--- config.mk ---
export PLATFORM = sky130hd
export DESIGN_NAME = ifc_seq_driver
export DESIGN_NICKNAME = d
export VERILOG_FILES = /design/src/rtl/ifc_seq_driver.sv
export SDC_FILE = /design/constraint.sdc
export NUM_CORES = 1
export LEC_CHECK = 0
export ABC_AREA = 1
export ABC_CLOCK_PERIOD_IN_PS = 2600
export CORE_MARGIN = 2
export CORE_UTILIZATION = 49
export DETAILED_ROUTE_END_ITERATION = 6
export GPL_TIMING_DRIVEN = 0
export HOLD_SLACK_MARGIN = 0.15
export PLACE_DENSITY = 0.83
export REMOVE_ABC_BUFFERS = 1
export SYNTH_ARGS = -nofsm -noshare
export SYNTH_HDL_FRONTEND = slang
export SYNTH_SLANG_ARGS = --single-unit
--- constraint.sdc ---
create_clock -name CLK -period 2.6 [get_ports CLK]
set_clock_uncertainty 0.1 [all_clocks]
set_input_delay 0.65 -clock CLK [delete_from_list [all_inputs] [get_ports CLK]]
set_output_delay 0.65 -clock CLK [all_outputs]
set_load 0.01 [all_outputs]
--- src/rtl/ifc_seq_driver.sv ---
// rtl/ifc_seq_driver.sv - X/Y/Q initiator sequencer with Z accumulation; IFC_SEQ_DRIVER_SAT_EN saturates X/Y stepping
module ifc_seq_driver #(
   parameter int XW  = 16,
   parameter int QW  = 8,
   parameter int ZW  = 8,
   parameter int CW  = 8,
   parameter int LAT = 0
) (
   input  logic             CLK,
   input  logic             RST_N,
   input  logic             CMD_VALID,
   output logic             CMD_READY,
   input  logic [XW-1:0]    CMD_X,
   input  logic [XW-1:0]    CMD_Y,
   input  logic [QW-1:0]    CMD_Q,
   input  logic [CW-1:0]    CMD_N,
   output logic [XW-1:0]    IFC_X,
   output logic [XW-1:0]    IFC_Y,
   output logic [QW-1:0]    IFC_Q,
   input  logic [ZW-1:0]    IFC_Z,
   output logic             RES_VALID,
   input  logic             RES_READY,
   output logic [ZW+CW-1:0] RES_SUM,
   output logic [ZW-1:0]    RES_LAST,
   output logic             BUSY
);

   typedef enum logic [1:0] {S_IDLE, S_HOLD, S_DONE} state_t;

   // The per-beat hold counter only needs to reach LAT, which is at most 3.
   localparam logic [1:0] LAT_W = 2'(LAT);

   state_t            state;
   state_t            state_nxt;
   logic [ZW+CW-1:0]  sum;
   logic [ZW-1:0]     last;
   logic [CW-1:0]     beats;
   logic [1:0]        wait_cnt;
   logic              cmd_fire;
   logic              beat_end;
   logic [XW-1:0]     q_ext;
   logic [XW-1:0]     x_step;
   logic [XW-1:0]     y_step;

   assign RES_SUM  = sum;
   assign RES_LAST = last;

   // State register.
   always_ff @(posedge CLK) begin
      if (!RST_N) begin
         state <= S_IDLE;
      end else begin
         state <= state_nxt;
      end
   end

   // Next-state decode and handshake outputs.
   always_comb begin
      state_nxt = state;
      CMD_READY = 1'b0;
      RES_VALID = 1'b0;
      BUSY      = 1'b0;
      cmd_fire  = 1'b0;
      beat_end  = 1'b0;
      case (state)
         S_IDLE: begin
            CMD_READY = 1'b1;
            if (CMD_VALID) begin
               cmd_fire  = 1'b1;
               state_nxt = (CMD_N != '0) ? S_HOLD : S_DONE;
            end
         end
         S_HOLD: begin
            BUSY = 1'b1;
            if (wait_cnt == LAT_W) begin
               beat_end = 1'b1;
               if (beats == CW'(1)) begin
                  state_nxt = S_DONE;
               end
            end
         end
         S_DONE: begin
            BUSY      = 1'b1;
            RES_VALID = 1'b1;
            if (RES_READY) begin
               state_nxt = S_IDLE;
            end
         end
         default: state_nxt = S_IDLE;
      endcase
   end

   // Per-beat X/Y stepping; Q is zero-extended to the X width.
   always_comb begin
      q_ext = XW'(IFC_Q);
`ifdef IFC_SEQ_DRIVER_SAT_EN
      x_step = (q_ext > IFC_X) ? '0 : IFC_X - q_ext;
      y_step = (&IFC_Y) ? IFC_Y : IFC_Y + XW'(1);
`else
      x_step = IFC_X - q_ext;
      y_step = IFC_Y + XW'(1);
`endif
   end

   // Interface fields, beat/hold counters and the Z accumulator.
   always_ff @(posedge CLK) begin
      if (!RST_N) begin
         IFC_X    <= '0;
         IFC_Y    <= '0;
         IFC_Q    <= '0;
         sum      <= '0;
         last     <= '0;
         beats    <= '0;
         wait_cnt <= '0;
      end else if (cmd_fire) begin
         IFC_X    <= CMD_X;
         IFC_Y    <= CMD_Y;
         IFC_Q    <= CMD_Q;
         sum      <= '0;
         last     <= '0;
         beats    <= CMD_N;
         wait_cnt <= '0;
      end else if (beat_end) begin
         // Z is taken straight from the responder on the edge closing the beat.
         sum      <= sum + (ZW+CW)'(IFC_Z);
         last     <= IFC_Z;
         beats    <= beats - CW'(1);
         wait_cnt <= '0;
         // The final beat leaves IFC_* at the values it was sampled with.
         if (beats > CW'(1)) begin
            IFC_X <= x_step;
            IFC_Y <= y_step;
         end
      end else if (state == S_HOLD) begin
         wait_cnt <= wait_cnt + 2'd1;
      end
   end

endmodule

==> summary.md <==
| Metric | Value |
|---|---|
| Status | `completed` |
| Synthesized flop and latch total | `76` |
| # setup viols final | `0` |
| Nets | `946` |
| Detailed Place HPWL | `9800 µm` |
| Hold path startpoint | `RES_LAST[1]` |
| Area growth from synthesis to layout | `33.5%` |
| Crit Path Max Fanout | `45` |
| Period Utilization, post-route | `92.2%` |
| Die width | `103 µm` |
| DR iter-0 viols | `225` |
| Leakage | `0.00271 µW` |
| Final ANT Viol Nets | `0` |
| Worst path cell trace | `clkdlybuf4s50_1, nand2_4, inv_4, nor2_4, inv_2, nor2_1, o21ai_0, inv_1` |
| Clk_lat worst skew | `0.36 ns` |
| Area of the multi-input gates | `2830 µm²` |
| Initial Util | `49.8%` |
| NetSw | `3140 µW` |
| Crit. End Element | `flip-flop` |
| Num rows | `36` |
| Post-route setup slack | `0.202 ns` |
| Top FF cell, synth | `dfxtp_1` |
| DRC | `0` |
| Synth async-reset ratio | `0%` |
| Mapped Cells | `745` |
| GRT met1 Usage | `29.6%` |
| Post-Place Cells | `983` |
| Launch point of the worst path | `CMD_VALID` |
| I/O pins | `127` |
| Reg2Reg Depth | `10` |
| Largest net degree at the start of global routing | `46` |
| Clock-pin slew on the worst setup and hold paths | `0.07 ns` |
| Max transition margin | `53.1%` |
| Design internal power | `3850 µW` |
| RR Startpoint | `state[1]` |
| Mux contribution to synthesized area | `0%` |
| Pins Over Slew Limit | `0` |
| Routed Wire Length | `13300 µm` |
| Clock power share | `17.0%` |
| Vias in the first global route | `4894` |
| Maximum clock insertion buffer count | `2` |
| Gpl congestion | `0.910` |
| XOR/XNOR share of the synthesized area | `3.47%` |
| R2r setup slk | `0.29 ns` |
| Vias | `5205` |
| Tmin final | `2.40 ns` |
| Met3 global-route usage | `3.05%` |
| Total grt overflow | `0` |
| Mapped cell area | `4800 µm²` |
| RSZ-0062 raised after global routing | `no` |
| Setup Fix Bufs, Post-CTS | `0` |
| # diodes | `0` |
| Net Sw Frac | `44.9%` |
| Fin cells | `999` |
| Worst path max stage delay | `0.54 ns` |
| WL/cell | `13.3 µm` |
| VDD IR-drop max | `0.584 mV` |
| Filler instances | `845` |
| Logic gate share of total power | `56.9%` |
| Port bufs | `126` |
| Placed Area | `6110 µm²` |
| Final hold vios | `0` |
| Post-Synth Simple-Gate Area | `34.8%` |
| Post-Syn Area per Cell | `6.44 µm²` |
| All-Layer GR Usage | `25.1%` |
| Final instance area | `6400 µm²` |
| Worst setup SP type | `input port` |
| Via density | `5.21` |
| Fin util | `66.4%` |
| Measured slew at the worst slew-check pin | `0.702 ns` |
| Max frequency | `417 MHz` |
| Clock sinks | `76` |
| Synth Area in Adders | `6.83%` |
| Synth cell types | `40` |
| CTS root buf | `clkbuf_8` |
| Main combinational cell family by area after synthesis | `simple AND/OR/NAND/NOR gates` |
| GR peak layer | `met2` |
| Classification of the worst setup path | `in -> reg` |
| CTS tree | `built` |
| Slowest CP cell | `clkdlybuf4s50_1` |
| CTS H-Tree Depth | `3` |
| Sequential Area | `1520 µm²` |
| WHS Endpoint | `RES_LAST[1]` |
| Share of cells above drive strength 1 | `5.08%` |
| MaxCap Viol Count | `0` |
| Core footprint | `9640 µm²` |
| Drt pass-1 iters | `5` |
| Complex-gate fraction of the synthesized area | `13.5%` |
| Hold Buf Count CTS | `0` |
| M2 GR Usage | `46.0%` |
| Number of synthesized flops with an enable pin | `0` |
| Ys Warns | `0` |
| Dpl ws | `-1.23 ns` |
| WHS Path Cells | `2` |
| Worst EP arrival | `2.54 ns` |
| Seq/Total Area, Yosys | `31.7%` |
| Seq pwr share | `26.1%` |
| Critical Path RT | `2.74 ns` |
| Die Area | `10600 µm²` |
| Num CTS Buffers | `9` |
| First-pass GRT wire length | `21400 µm` |
| Power per cell area | `1090 nW/µm²` |
| Die Ht | `103 µm` |
| R2r endpoint | `IFC_Y[9]` |
| Tightest Hold Check Type | `reg -> reg` |
| Initial antenna violation count | `0` |
-- cells by family after synthesis --
logic type                 after synthesis
AOI/OAI and AO/OA                      119
xor gates and xnor gates                19
adders and majority gates               25
buffers and inverters                  113
DFF                                     76
and+or+nand+nor                        393
-- critical path, delay by kind of cell --
kind | cells | cell delay (ns)
buffers and inverters | 4 | 1.35
and+or+nand+nor | 3 | 0.45
AOI/OAI and AO/OA | 1 | 0.08
-- cell usage in the layout (no fill, tap or decap), types with 11 or more instances in the layout --
cell type,netlist,final
nand2_1,221,220
clkdlybuf4s50_1,0,125
inv_1,86,86
dfxtp_1,76,76
nor2_1,76,76
a21oi_1,57,57
nand3_1,54,54
o21ai_0,31,31
ha_1,23,23
a31oi_1,15,15
clkbuf_8,0,13
nand4_1,11,11
-- state kept, by name, indices dropped and copies added, names as in the netlist --
signal	count
RES_LAST	8
IFC_Y	16
beats	8
RES_SUM	16
state	2
IFC_Q	8
wait_cnt	2
IFC_X	16
-- Yosys cell counts, drive strengths merged (2+ instances only) --
master / instances / area share [%]
nand2: 229 / 19
xnor2: 9 / 1.6
or2: 3 / 0.39
nand3b: 2 / 0.31
ha: 23 / 6.0
o211ai: 3 / 0.47
nor3: 11 / 1.3
nand3: 54 / 5.6
a31oi: 15 / 2.0
inv: 91 / 7.1
nor2: 81 / 7.0
dfxtp: 76 / 32
a21o: 2 / 0.31
buf: 11 / 1.5
clkbuf: 10 / 0.78
a21oi: 58 / 6.1
o21ai: 37 / 4.0
fa: 2 / 0.83
nand4: 11 / 1.4
xor2: 10 / 1.8
-- repair_timing --
| item | 4_1_cts | 5_1_grt |
|---|---|---|
| gates resized for setup | 6 | 2 |
| pin swaps | 0 | 0 |
| endpoints found under the hold margin | 0 | 0 |
| endpoints found under the setup margin | 64 | 10 |
-- metrics by stage --
stage	hold slack (ns)	power (µW)	TNS, ns
after floorplan	0.377	4410	0
after global placement	0.349	5580	-53.44
after detailed placement	0.355	5740	-59.96
after CTS	0.365	6960	0
after global routing	0.380	7560	0
final	0.361	6990	0
-- layout make-up --
cell class              instances  share of cell area [%]
clock inverters                 3                    1.41
flip-flops and latches         76                    23.8
repair buffers                126                    19.7
clock buffers                  13                    2.79
well taps                     133                    2.60
inverters                      92                    5.51
multi-input cells             556                    44.2
-- worst max path at each step --
stage                      end  slack (ns)  cells after the start
global route        RES_SUM[4]       0.005                      8
finish              RES_SUM[3]        0.20                      8
floorplan           RES_SUM[3]        0.09                      9
CTS                 RES_SUM[6]        0.09                      8
global placement    RES_SUM[4]       -1.11                      8
detailed placement  RES_SUM[3]       -1.23                      8
-- power groups by stage --
stage | logic (µW) | registers [µW] | clock network [µW]
final | 3970 | 1830 | 1180
after global routing | 4440 | 1870 | 1240
after CTS | 3950 | 1810 | 1200
after detailed placement | 3910 | 1830 | 0
after global placement | 3760 | 1820 | 0
after floorplan | 2530 | 1890 | 0
-- layer usage --
layer	vias to the layer above	share of wire [%]
li1	2636	-
met1	2355	43
met2	184	49
met3	30	5.8
met4	0	2.4
met5	-	0
Power figures use the tool's default switching activity.
